===== src/rtl/laserdrop_pkg.sv =====
// Shared LaserDrop definitions: FTDI adapter state encoding, default pulse
// timing and the framing constants used by the protocol FSM.
package laserdrop_pkg;

   typedef enum logic [2:0] {
      FTDI_IDLE       = 3'd0,
      FTDI_RD_ASSERT  = 3'd1,
      FTDI_RD_RECOVER = 3'd2,
      FTDI_WR_SETUP   = 3'd3,
      FTDI_WR_ASSERT  = 3'd4,
      FTDI_WR_RECOVER = 3'd5
   } ftdi_state_t;

   // Default FT232H 245-FIFO pulse timing in CLOCK_50 cycles.
   localparam int FTDI_RD_LOW_DEF   = 4;
   localparam int FTDI_RD_HIGH_DEF  = 2;
   localparam int FTDI_WR_SETUP_DEF = 1;
   localparam int FTDI_WR_LOW_DEF   = 4;
   localparam int FTDI_WR_HIGH_DEF  = 2;

   localparam int FTDI_CNT_W = 8;

   localparam logic [7:0] START_SEQ = 8'hAA;
   localparam logic [7:0] STOP_SEQ  = 8'h55;
   localparam logic [7:0] ACK_SEQ   = 8'hCC;
   localparam logic [7:0] DONE_SEQ  = 8'h33;

   localparam int PKT_HDR_BYTES     = 2;
   localparam int PKT_PAYLOAD_BYTES = 16;
   localparam int PKT_LEN_BYTES     = PKT_HDR_BYTES + PKT_PAYLOAD_BYTES;

   // The state timer counts down to zero, so an N-cycle state loads N-1.
   function automatic logic [FTDI_CNT_W-1:0] ftdi_cnt_load(input int cycles);
      return FTDI_CNT_W'(cycles - 1);
   endfunction

endpackage


===== src/rtl/ftdi_fifo_if_if.sv =====
// Bundle of FT232H FIFO pins and the byte-level rx/tx streams; the master
// modport is the adapter, the slave modport is everything around it.
interface ftdi_fifo_if_if;

   logic       rxf_n;
   logic       txe_n;
   logic [7:0] adbus_in;
   logic [7:0] adbus_out;
   logic       adbus_oe;
   logic       rd_n;
   logic       wr_n;

   logic [7:0] rx_data;
   logic       rx_valid;
   logic       rx_ready;

   logic [7:0] tx_data;
   logic       tx_valid;
   logic       tx_ready;

   modport master (
      input  rxf_n, txe_n, adbus_in, rx_ready, tx_data, tx_valid,
      output adbus_out, adbus_oe, rd_n, wr_n, rx_data, rx_valid, tx_ready
   );

   modport slave (
      output rxf_n, txe_n, adbus_in, rx_ready, tx_data, tx_valid,
      input  adbus_out, adbus_oe, rd_n, wr_n, rx_data, rx_valid, tx_ready
   );

endinterface


===== src/rtl/ftdi_sync2.sv =====
// Two-flop synchroniser with configurable reset value; BYPASS passes the
// raw input straight through for simulation-only builds.
module ftdi_sync2 #(
   parameter logic RESET_VAL = 1'b1,
   parameter bit   BYPASS    = 1'b0
) (
   input  logic clock,
   input  logic resetN,
   input  logic d,
   output logic q
);

   logic meta_d, meta_q;
   logic sync_d, sync_q;

   always_comb begin
      meta_d = d;
      sync_d = meta_q;
   end

   always_ff @(posedge clock) begin
      if (!resetN) begin
         meta_q <= RESET_VAL;
         sync_q <= RESET_VAL;
      end else begin
         meta_q <= meta_d;
         sync_q <= sync_d;
      end
   end

   assign q = BYPASS ? d : sync_q;

endmodule


===== src/rtl/ftdi_fifo_if.sv =====
// FT232H async 245-FIFO to byte-stream adapter: owns RD#/WR# pulse timing,
// bus turnaround and read/write arbitration. Define FTDI_SYNC_EN to
// synchronise RXF#/TXE# (required on hardware).
module ftdi_fifo_if
   import laserdrop_pkg::*;
#(
   parameter int RD_LOW   = FTDI_RD_LOW_DEF,
   parameter int RD_HIGH  = FTDI_RD_HIGH_DEF,
   parameter int WR_SETUP = FTDI_WR_SETUP_DEF,
   parameter int WR_LOW   = FTDI_WR_LOW_DEF,
   parameter int WR_HIGH  = FTDI_WR_HIGH_DEF
) (
   input logic            clock,
   input logic            resetN,
   ftdi_fifo_if_if.master bus
);

   localparam logic [2:0] ST_IDLE       = FTDI_IDLE;
   localparam logic [2:0] ST_RD_ASSERT  = FTDI_RD_ASSERT;
   localparam logic [2:0] ST_RD_RECOVER = FTDI_RD_RECOVER;
   localparam logic [2:0] ST_WR_SETUP   = FTDI_WR_SETUP;
   localparam logic [2:0] ST_WR_ASSERT  = FTDI_WR_ASSERT;
   localparam logic [2:0] ST_WR_RECOVER = FTDI_WR_RECOVER;

   localparam logic [FTDI_CNT_W-1:0] RD_LOW_LD   = ftdi_cnt_load(RD_LOW);
   localparam logic [FTDI_CNT_W-1:0] RD_HIGH_LD  = ftdi_cnt_load(RD_HIGH);
   localparam logic [FTDI_CNT_W-1:0] WR_SETUP_LD = ftdi_cnt_load(WR_SETUP);
   localparam logic [FTDI_CNT_W-1:0] WR_LOW_LD   = ftdi_cnt_load(WR_LOW);
   localparam logic [FTDI_CNT_W-1:0] WR_HIGH_LD  = ftdi_cnt_load(WR_HIGH);

`ifdef FTDI_SYNC_EN
   localparam bit SYNC_BYPASS = 1'b0;
`else
   localparam bit SYNC_BYPASS = 1'b1;
`endif

   logic rxf_s;
   logic txe_s;

   ftdi_sync2 #(.RESET_VAL(1'b1), .BYPASS(SYNC_BYPASS)) u_rxf_sync (
      .clock  (clock),
      .resetN (resetN),
      .d      (bus.rxf_n),
      .q      (rxf_s)
   );

   ftdi_sync2 #(.RESET_VAL(1'b1), .BYPASS(SYNC_BYPASS)) u_txe_sync (
      .clock  (clock),
      .resetN (resetN),
      .d      (bus.txe_n),
      .q      (txe_s)
   );

   logic [2:0]            state_d, state_q;
   logic [FTDI_CNT_W-1:0] cnt_d, cnt_q;
   logic                  rd_n_d, rd_n_q;
   logic                  wr_n_d, wr_n_q;
   logic                  adbus_oe_d, adbus_oe_q;
   logic [7:0]            adbus_out_d, adbus_out_q;
   logic [7:0]            rx_data_d, rx_data_q;
   logic                  rx_valid_d, rx_valid_q;
   logic                  tx_ready_d, tx_ready_q;
   logic                  last_rd_d, last_rd_q;

   logic rd_ok;
   logic wr_ok;
   logic take_rd;
   logic cnt_done;

   // The RX holding register has one entry, so a held byte blocks reads.
   always_comb begin
      rd_ok    = !rxf_s && !rx_valid_q;
      wr_ok    = !txe_s && bus.tx_valid;
      take_rd  = rd_ok && (!wr_ok || !last_rd_q);
      cnt_done = (cnt_q == '0);
   end

   always_comb begin
      state_d     = state_q;
      cnt_d       = cnt_q;
      rd_n_d      = rd_n_q;
      wr_n_d      = wr_n_q;
      adbus_oe_d  = adbus_oe_q;
      adbus_out_d = adbus_out_q;
      rx_data_d   = rx_data_q;
      rx_valid_d  = rx_valid_q;
      tx_ready_d  = 1'b0;
      last_rd_d   = last_rd_q;

      if (rx_valid_q && bus.rx_ready) begin
         rx_valid_d = 1'b0;
      end

      case (state_q)
         ST_IDLE: begin
            if (take_rd) begin
               state_d = ST_RD_ASSERT;
               cnt_d   = RD_LOW_LD;
               rd_n_d  = 1'b0;
            end else if (wr_ok) begin
               state_d     = ST_WR_SETUP;
               cnt_d       = WR_SETUP_LD;
               adbus_out_d = bus.tx_data;
               adbus_oe_d  = 1'b1;
               tx_ready_d  = 1'b1;
            end
         end

         ST_RD_ASSERT: begin
            if (cnt_done) begin
               state_d    = ST_RD_RECOVER;
               cnt_d      = RD_HIGH_LD;
               rd_n_d     = 1'b1;
               rx_data_d  = bus.adbus_in;
               rx_valid_d = 1'b1;
            end else begin
               cnt_d = cnt_q - 1'b1;
            end
         end

         ST_RD_RECOVER: begin
            if (cnt_done) begin
               state_d   = ST_IDLE;
               last_rd_d = 1'b1;
            end else begin
               cnt_d = cnt_q - 1'b1;
            end
         end

         ST_WR_SETUP: begin
            if (cnt_done) begin
               state_d = ST_WR_ASSERT;
               cnt_d   = WR_LOW_LD;
               wr_n_d  = 1'b0;
            end else begin
               cnt_d = cnt_q - 1'b1;
            end
         end

         ST_WR_ASSERT: begin
            if (cnt_done) begin
               state_d = ST_WR_RECOVER;
               cnt_d   = WR_HIGH_LD;
               wr_n_d  = 1'b1;
            end else begin
               cnt_d = cnt_q - 1'b1;
            end
         end

         // Bus stays driven for the first recovery cycle only (hold time).
         ST_WR_RECOVER: begin
            adbus_oe_d = 1'b0;
            if (cnt_done) begin
               state_d   = ST_IDLE;
               last_rd_d = 1'b0;
            end else begin
               cnt_d = cnt_q - 1'b1;
            end
         end

         default: begin
            state_d    = ST_IDLE;
            cnt_d      = '0;
            rd_n_d     = 1'b1;
            wr_n_d     = 1'b1;
            adbus_oe_d = 1'b0;
         end
      endcase
   end

   always_ff @(posedge clock) begin
      if (!resetN) begin
         state_q     <= ST_IDLE;
         cnt_q       <= '0;
         rd_n_q      <= 1'b1;
         wr_n_q      <= 1'b1;
         adbus_oe_q  <= 1'b0;
         adbus_out_q <= '0;
         rx_data_q   <= '0;
         rx_valid_q  <= 1'b0;
         tx_ready_q  <= 1'b0;
         last_rd_q   <= 1'b0;
      end else begin
         state_q     <= state_d;
         cnt_q       <= cnt_d;
         rd_n_q      <= rd_n_d;
         wr_n_q      <= wr_n_d;
         adbus_oe_q  <= adbus_oe_d;
         adbus_out_q <= adbus_out_d;
         rx_data_q   <= rx_data_d;
         rx_valid_q  <= rx_valid_d;
         tx_ready_q  <= tx_ready_d;
         last_rd_q   <= last_rd_d;
      end
   end

   assign bus.rd_n      = rd_n_q;
   assign bus.wr_n      = wr_n_q;
   assign bus.adbus_oe  = adbus_oe_q;
   assign bus.adbus_out = adbus_out_q;
   assign bus.rx_data   = rx_data_q;
   assign bus.rx_valid  = rx_valid_q;
   assign bus.tx_ready  = tx_ready_q;

endmodule


===== src/flat_wrapper.sv =====
// flat-port wrapper written by rule: the top's interface ports become plain ports
module ftdi_fifo_if_flat import laserdrop_pkg::*;
#(
   parameter int RD_LOW   = FTDI_RD_LOW_DEF,
   parameter int RD_HIGH  = FTDI_RD_HIGH_DEF,
   parameter int WR_SETUP = FTDI_WR_SETUP_DEF,
   parameter int WR_LOW   = FTDI_WR_LOW_DEF,
   parameter int WR_HIGH  = FTDI_WR_HIGH_DEF
)
  (clock, resetN, bus_rxf_n, bus_txe_n, bus_adbus_in, bus_rx_ready, bus_tx_data, bus_tx_valid, bus_adbus_out, bus_adbus_oe, bus_rd_n, bus_wr_n, bus_rx_data, bus_rx_valid, bus_tx_ready);
  ftdi_fifo_if_if bus_i ();
  input logic clock;
  input logic resetN;
  input wire logic [$bits(bus_i.rxf_n)-1:0] bus_rxf_n;
  input wire logic [$bits(bus_i.txe_n)-1:0] bus_txe_n;
  input wire logic [$bits(bus_i.adbus_in)-1:0] bus_adbus_in;
  input wire logic [$bits(bus_i.rx_ready)-1:0] bus_rx_ready;
  input wire logic [$bits(bus_i.tx_data)-1:0] bus_tx_data;
  input wire logic [$bits(bus_i.tx_valid)-1:0] bus_tx_valid;
  output wire logic [$bits(bus_i.adbus_out)-1:0] bus_adbus_out;
  output wire logic [$bits(bus_i.adbus_oe)-1:0] bus_adbus_oe;
  output wire logic [$bits(bus_i.rd_n)-1:0] bus_rd_n;
  output wire logic [$bits(bus_i.wr_n)-1:0] bus_wr_n;
  output wire logic [$bits(bus_i.rx_data)-1:0] bus_rx_data;
  output wire logic [$bits(bus_i.rx_valid)-1:0] bus_rx_valid;
  output wire logic [$bits(bus_i.tx_ready)-1:0] bus_tx_ready;
  assign bus_i.rxf_n = bus_rxf_n;
  assign bus_i.txe_n = bus_txe_n;
  assign bus_i.adbus_in = bus_adbus_in;
  assign bus_i.rx_ready = bus_rx_ready;
  assign bus_i.tx_data = bus_tx_data;
  assign bus_i.tx_valid = bus_tx_valid;
  assign bus_adbus_out = bus_i.adbus_out;
  assign bus_adbus_oe = bus_i.adbus_oe;
  assign bus_rd_n = bus_i.rd_n;
  assign bus_wr_n = bus_i.wr_n;
  assign bus_rx_data = bus_i.rx_data;
  assign bus_rx_valid = bus_i.rx_valid;
  assign bus_tx_ready = bus_i.tx_ready;
  ftdi_fifo_if #(.RD_LOW(RD_LOW), .RD_HIGH(RD_HIGH), .WR_SETUP(WR_SETUP), .WR_LOW(WR_LOW), .WR_HIGH(WR_HIGH)) u_core (.clock(clock), .resetN(resetN), .bus(bus_i));
endmodule

===== config.mk =====
export PLATFORM = sky130hd
export DESIGN_NAME = ftdi_fifo_if_flat
export DESIGN_NICKNAME = d
export VERILOG_FILES = /design/src/rtl/laserdrop_pkg.sv /design/src/rtl/ftdi_fifo_if_if.sv /design/src/rtl/ftdi_sync2.sv /design/src/rtl/ftdi_fifo_if.sv /design/src/flat_wrapper.sv
export SDC_FILE = /design/constraint.sdc
export NUM_CORES = 1
export LEC_CHECK = 0
export ABC_AREA = 0
export CAP_MARGIN = 20
export CORE_MARGIN = 2
export CORE_UTILIZATION = 50
export DETAILED_ROUTE_END_ITERATION = 8
export GPL_TIMING_DRIVEN = 1
export PLACE_DENSITY = 0.83
export SLEW_MARGIN = 30
export SYNTH_ARGS = -nofsm -noshare
export SYNTH_HDL_FRONTEND = slang
export SYNTH_SLANG_ARGS = --single-unit

===== constraint.sdc =====
create_clock -name clock -period 4 [get_ports clock]
set_input_delay 0.6 -clock clock [delete_from_list [all_inputs] [get_ports clock]]
set_output_delay 0.6 -clock clock [all_outputs]
set_load 0.01 [all_outputs]

## Word-level counts from Yosys, hierarchy flattened

Cells that the tools add are included.

| cells by class | value |
|---|---|
| magnitude comparators | 0 |
| $add $sub $neg | 1 |
| multiply operators | 0 |
| reduce and logical (&&, ||, !) cells | 27 |
| shift operators | 0 |
| eq/ne operators | 16 |
| bitwise operators | 6 |
| multiplexer cells | 26 |
| divide/modulo/power cells | 0 |

Operators by type and width:

| cell | count |
|---|---|
| $mux 8 | 5 |
| $pmux 8 s4 | 1 |
| $mux 3 | 6 |
| $ne 2x1->1 const B | 8 |
| $pmux 3 s5 | 1 |
| $reduce_and 3->1 | 5 |
| $reduce_or 4->1 | 3 |
| $mux 1 | 9 |
| $logic_not 8->1 | 1 |
| $sub 8x1->8 const B | 1 |
| $eq 3x2->1 const B | 2 |
| $eq 3x3->1 const B | 2 |
| $not 1->1 | 6 |
| $pmux 1 s3 | 2 |
| $logic_not 1->1 | 5 |
| $reduce_and 5->1 | 1 |
| $logic_and 1x1->1 | 4 |
| $ne 2x2->1 const B | 2 |
| $pmux 1 s2 | 2 |
| $reduce_and 2->1 | 2 |
| $reduce_or 2->1 | 2 |
| $eq 3x1->1 const B | 1 |
| $logic_not 3->1 | 1 |
| $ne 3x1->1 const B | 1 |
| 3 further kinds | 3 |

| word-level totals | value |
|---|---|
| memories kept | 0 |
| output and inout bits | 21 |
| register bits | 33 |
| ROM bits | 0 |
| logic and storage cells | 86 |
| latch bits | 0 |
| memory bits (writable) | 0 |
| input bits | 22 |

## Logic depth before layout (Yosys ltp)

| depth | value |
|---|---|
| word-level depth | 7 |
| depth in mapped cells | 8 |
| gate-level depth less buffers | 7 |

## Modules after synthesis

From an unflattened synthesis, not the netlist that was laid out.

| unflattened totals | value |
|---|---|
| cells, all modules | 197 |
| area, all modules | 1612.8 um2 |

By module, submodules not included:

| module | area an instance (um2) | times used | cells each | seq. area each (um2) |
|---|---|---|---|---|
| ftdi_fifo_if | 1597.8 | 1 | 195 | 660.6 |
| ftdi_sync2 | 7.5 | 2 | 1 | 0.0 |

## Worst setup path after synthesis

Ideal clock, no wire load.

| timing | value |
|---|---|
| path type | input-to-reg |
| start | input bus_rxf_n |
| end | register u_core.adbus_oe_q, in the netlist u_core.bus.adbus_oe |
| arrival | 1.682 ns |
| slack | 2.199 ns |
| required time | 3.881 ns |
| buffers on the path | 1 |
| stages | 5 |
| cells stage by stage | or2_2 -> a21oi_1 -> nor3_1 -> buf_2 -> o221a_2 |

| between the ends | value |
|---|---|
| longest elaborated chain between the ends | 5 |

Ends and longest elaborated chain:

| item | RTL line | RTL |
|---|---|---|
| start: declaration | flat_wrapper.sv:14 | `input wire logic [$bits(bus_i.rxf_n)-1:0] bus_rxf_n;` |
| $logic_not 1->1 | ftdi_fifo_if.sv:72 | `rd_ok = !rxf_s && !rx_valid_q;` |
| $logic_and 1x1->1 | ftdi_fifo_if.sv:72 |  |
| $logic_and 1x1->1 | ftdi_fifo_if.sv:74 | `take_rd = rd_ok && (!wr_ok \|\| !last_rd_q);` |
| $ne 2x2->1 (no source line) | -- |  |
| $reduce_and 3->1 (no source line) | -- |  |
| end signal: assignment | ftdi_fifo_if.sv:188 | `adbus_oe_q <= adbus_oe_d;` |
| end: declaration | ftdi_fifo_if.sv:58 | `logic adbus_oe_d, adbus_oe_q;` |

Every way passes these cells.
A chain may end at the register's enable or synchronous reset.

## Final worst setup path

| timing | value |
|---|---|
| start | register u_core.cnt_q[0] |
| end | register u_core.cnt_q[1] |

| between the ends | value |
|---|---|
| longest elaborated chain between the ends | 3 |
| elaborated cells on any way between the ends | 8 |
| classes of those cells | add/sub: 1; eq/ne: 1; mux: 4; reduce/logical: 2 |

Ends and longest elaborated chain:

| item | RTL line | RTL |
|---|---|---|
| start: declaration | ftdi_fifo_if.sv:55 | `logic [FTDI_CNT_W-1:0] cnt_d, cnt_q;` |
| start signal: assignment | ftdi_fifo_if.sv:185 | `cnt_q <= cnt_d;` |
| $sub 8x1->8 / $logic_not 8->1 (equally long branches) | -- |  |
| $mux 8 (tied with other cells) | ftdi_fifo_if.sv:122, ftdi_fifo_if.sv:153 |  |
| $pmux 8 s4 / $reduce_and 2->1 (equally long branches) | -- |  |

Several ways; a longest one is shown, not always the timed one. The select of a mux whose other input is x is not followed.

==> run_results.csv <==
group,metric,value,unit
critical_path,cp.required,4.20,ns
clock_network,cts_tree,"done",
pwr,p_total,1.31,mW
route,initialDrtViolationCount,63,
die,core_area,2980,um2
die,start_util,0.513,
grt,grt_first_pass_wirelength,5.97,mm
route,wire_per_inst,13.9,um
sta,worst_pin_slew,0.709,ns
clock_network,cts-root-buf,"clkbuf_4",
sta,tns,0,ns
logic_synthesis,synthesis.area,1530,um2
cells_and_area,fin_nets,244,
worst_hold_path,worstHoldEndpoint,"u_core.bus.rx_data[2]",
cells_and_area,area_growth,31.6,%
critical_path,crit_type,"reg -> reg",
critical_path,worstSetupEndpointType,"register",
cells_and_area,drive_gt1_frac,0.0721,
pwr,power_leakage,0.724,nW
cells_and_area,stdcell_count,255,
sta,fin_crit_sh,0.523,
clock_network,clock_path_buffers,2,
placement,place_area,1960,um2
clock_network,postCtsSetupRepairBufs,0,
cells_and_area,layout_commonest_cell,"clkdlybuf4s50_1",
flow_run,drv_cap,0,
worst_hold_path,whs_path_depth,2,
sta,drv_slew,0,
logic_synthesis,synthesis.nets,203,
clock_network,clock_sinks,33,
clock_network,path_clk_slew,0.09,ns
clock_network,insertion_delay,0.33,ns
sta,hold_viol,0,
critical_path,cp-start-kind,"register",
critical_path,crit_fanout,12,
die,die_w,59.3,um
logic_synthesis,syn_inst,180,
logic_synthesis,synth_edf_count,0,
pwr,p_per_area,652,nW/um2
grt,grt_overflow,0,
logic_synthesis,ys_async_sr_fraction,0,
critical_path,arrival,2.29,ns
sta,fin_worst_skew,0.00642,ns
placement,dp.cells,247,
logic_synthesis,yosys.cell_types.count,44,
placement,dp_hpwl,2.64,mm
logic_synthesis,ys_seq_elements,33,
placement,place_congestion,0.871,
route,drt_pre_antenna_iters,5,
placement,portBuffers,42,
route,viasPerCell,5.61,
grt,grt_max_degree,24,
critical_path,reg2regPathDepth,7,
clock_network,cts.htree.levels,2,
logic_synthesis,avgSynthCellArea,8.49,um2
sta,relSlewSlack,0.527,
die,fp-row-count,20,
clock_network,cts_hold_buffers,0,
sta,setup-violations-final,0,
clock_network,numCtsBuffers,5,
critical_path,r2r_end,"u_core.cnt_q[1]",
route,drt-total-wl,3.55,mm
worst_hold_path,min_path_type,"reg -> reg",
logic_synthesis,yosysSeqAreaShare,0.432,
cells_and_area,layout_common_cells,"clkdlybuf4s50_1, dfxtp_1, nand2_1",
logic_synthesis,yosysWarnings,0,
route,route.detailed.drc,0,
die,ios,43,
sta,timing.final.crit_period,2.09,ns
cells_and_area,final_core_util,0.676,
clock_network,ctsResizeCount,0,
cells_and_area,design_area,2010,um2
sta,rsz0062_at_grt,"no",
pwr,vdd_drop_max,0.312,mV
die,fp.dieH,59.3,um
grt,antenna_found_initial,0,
route,ant_nets,0,
run_status,run_status,"finished clean",
grt,grt_usage,0.224,
critical_path,reg2reg_slack,1.91,ns
cells_and_area,fillers,252,
die,die_area,3520,um2
logic_synthesis,synth_ff_type,"dfxtp_1",
grt,grt_pass1_vias,1396,
route,vias,1430,
worst_hold_path,hold_path_startpoint,"u_core.bus.rx_data[2]",
critical_path,worstReg2RegStart,"u_core.cnt_q[0]",
cells_and_area,antenna_cells,0,
sta,max_freq,478,MHz
## routing by layer
layer,vias up,GRT usage,share of wire
met5,-,0,0
met2,55,0.370,0.50
met3,6,0.0808,0.065
met1,652,0.272,0.43
met4,0,0.0649,0.0087
li1,717,-,-
## layout make-up
| cell class | instances | area [um2] | area share |
|---|---|---|---|
| Sequential cell | 33 | 661 | 0.328 |
| Timing Repair Buffer | 43 | 428 | 0.213 |
| Clock buffer | 6 | 41.3 | 0.0205 |
| Tap cell | 33 | 41.3 | 0.0205 |
| Inverter | 5 | 18.8 | 0.00933 |
| Clock inverter | 2 | 10.0 | 0.00498 |
| Multi-Input combinational cell | 133 | 812 | 0.404 |
## report_power, final
group / internal (mW) / switching, mW
clock network: 0.0668 / 0.108
logic: 0.289 / 0.336
registers: 0.406 / 0.108
## Yosys cell counts (3+ instances only)
cell type  instances  share of area
nor2_1            23          0.056
nand2b_1           4          0.016
xor2_1             6          0.034
o21ai_0            4          0.013
a31oi_1            5          0.020
and2_1             3          0.012
nand2_1           24          0.059
a21oi_1           12          0.039
buf_2              3         0.0098
nand3_1            6          0.020
nor3_1             4          0.013
mux2i_1            8          0.052
clkbuf_1           4         0.0098
dfxtp_1           33           0.43
inv_1              5          0.012
## flip-flops by register name (all words and copies together), names as in the netlist
signal and flops:
u_core.bus.adbus_out 8, u_core.bus.rx_data 8, u_core.cnt_q 8, u_core.state_q 3, u_core.bus.adbus_oe 1, u_core.bus.rd_n 1
u_core.bus.rx_valid 1, u_core.bus.tx_ready 1, u_core.bus.wr_n 1, u_core.last_rd_q 1
## how the worst max path moves through the flow
stage                          startpoint                 endpoint  slack [ns]
after global placement          bus_rxf_n          u_core.cnt_q[7]        1.69
after detailed placement        bus_rxf_n  u_core.bus.adbus_out[1]        1.63
final                     u_core.cnt_q[0]          u_core.cnt_q[1]        1.91
after floorplan                 bus_rxf_n      u_core.bus.adbus_oe        2.20
after global routing      u_core.cnt_q[0]          u_core.cnt_q[2]        1.74
after CTS                 u_core.cnt_q[0]          u_core.cnt_q[4]        1.94
## cell families after synthesis
family | Yosys count | share of synthesized area
AOI/OAI and AO/OA | 37 | 0.156
xor gates and xnor gates | 6 | 0.0344
adders and majority gates | 2 | 0.0155
buffers and inverters | 14 | 0.0368
DFF | 33 | 0.432
muxes | 9 | 0.0597
and+or+nand+nor | 79 | 0.265
## worst max-delay path: stages (launching register included)
cell and delay [ns]:
dfxtp_1 0.36, inv_1 0.07, ha_1 0.15, nor3b_2 0.38, and2_1 0.47, a22oi_1 0.16
o221ai_1 0.26, o32ai_1 0.11
## stage by stage
stage               hold WS, ns  worst slack (ns)
floorplan                 0.476              2.20
global placement          0.436              1.69
detailed placement        0.448              1.63
CTS                       0.463              1.94
global route              0.475              1.74
finish                    0.459              1.91
Note: power is estimated with default switching activity, not from simulation.
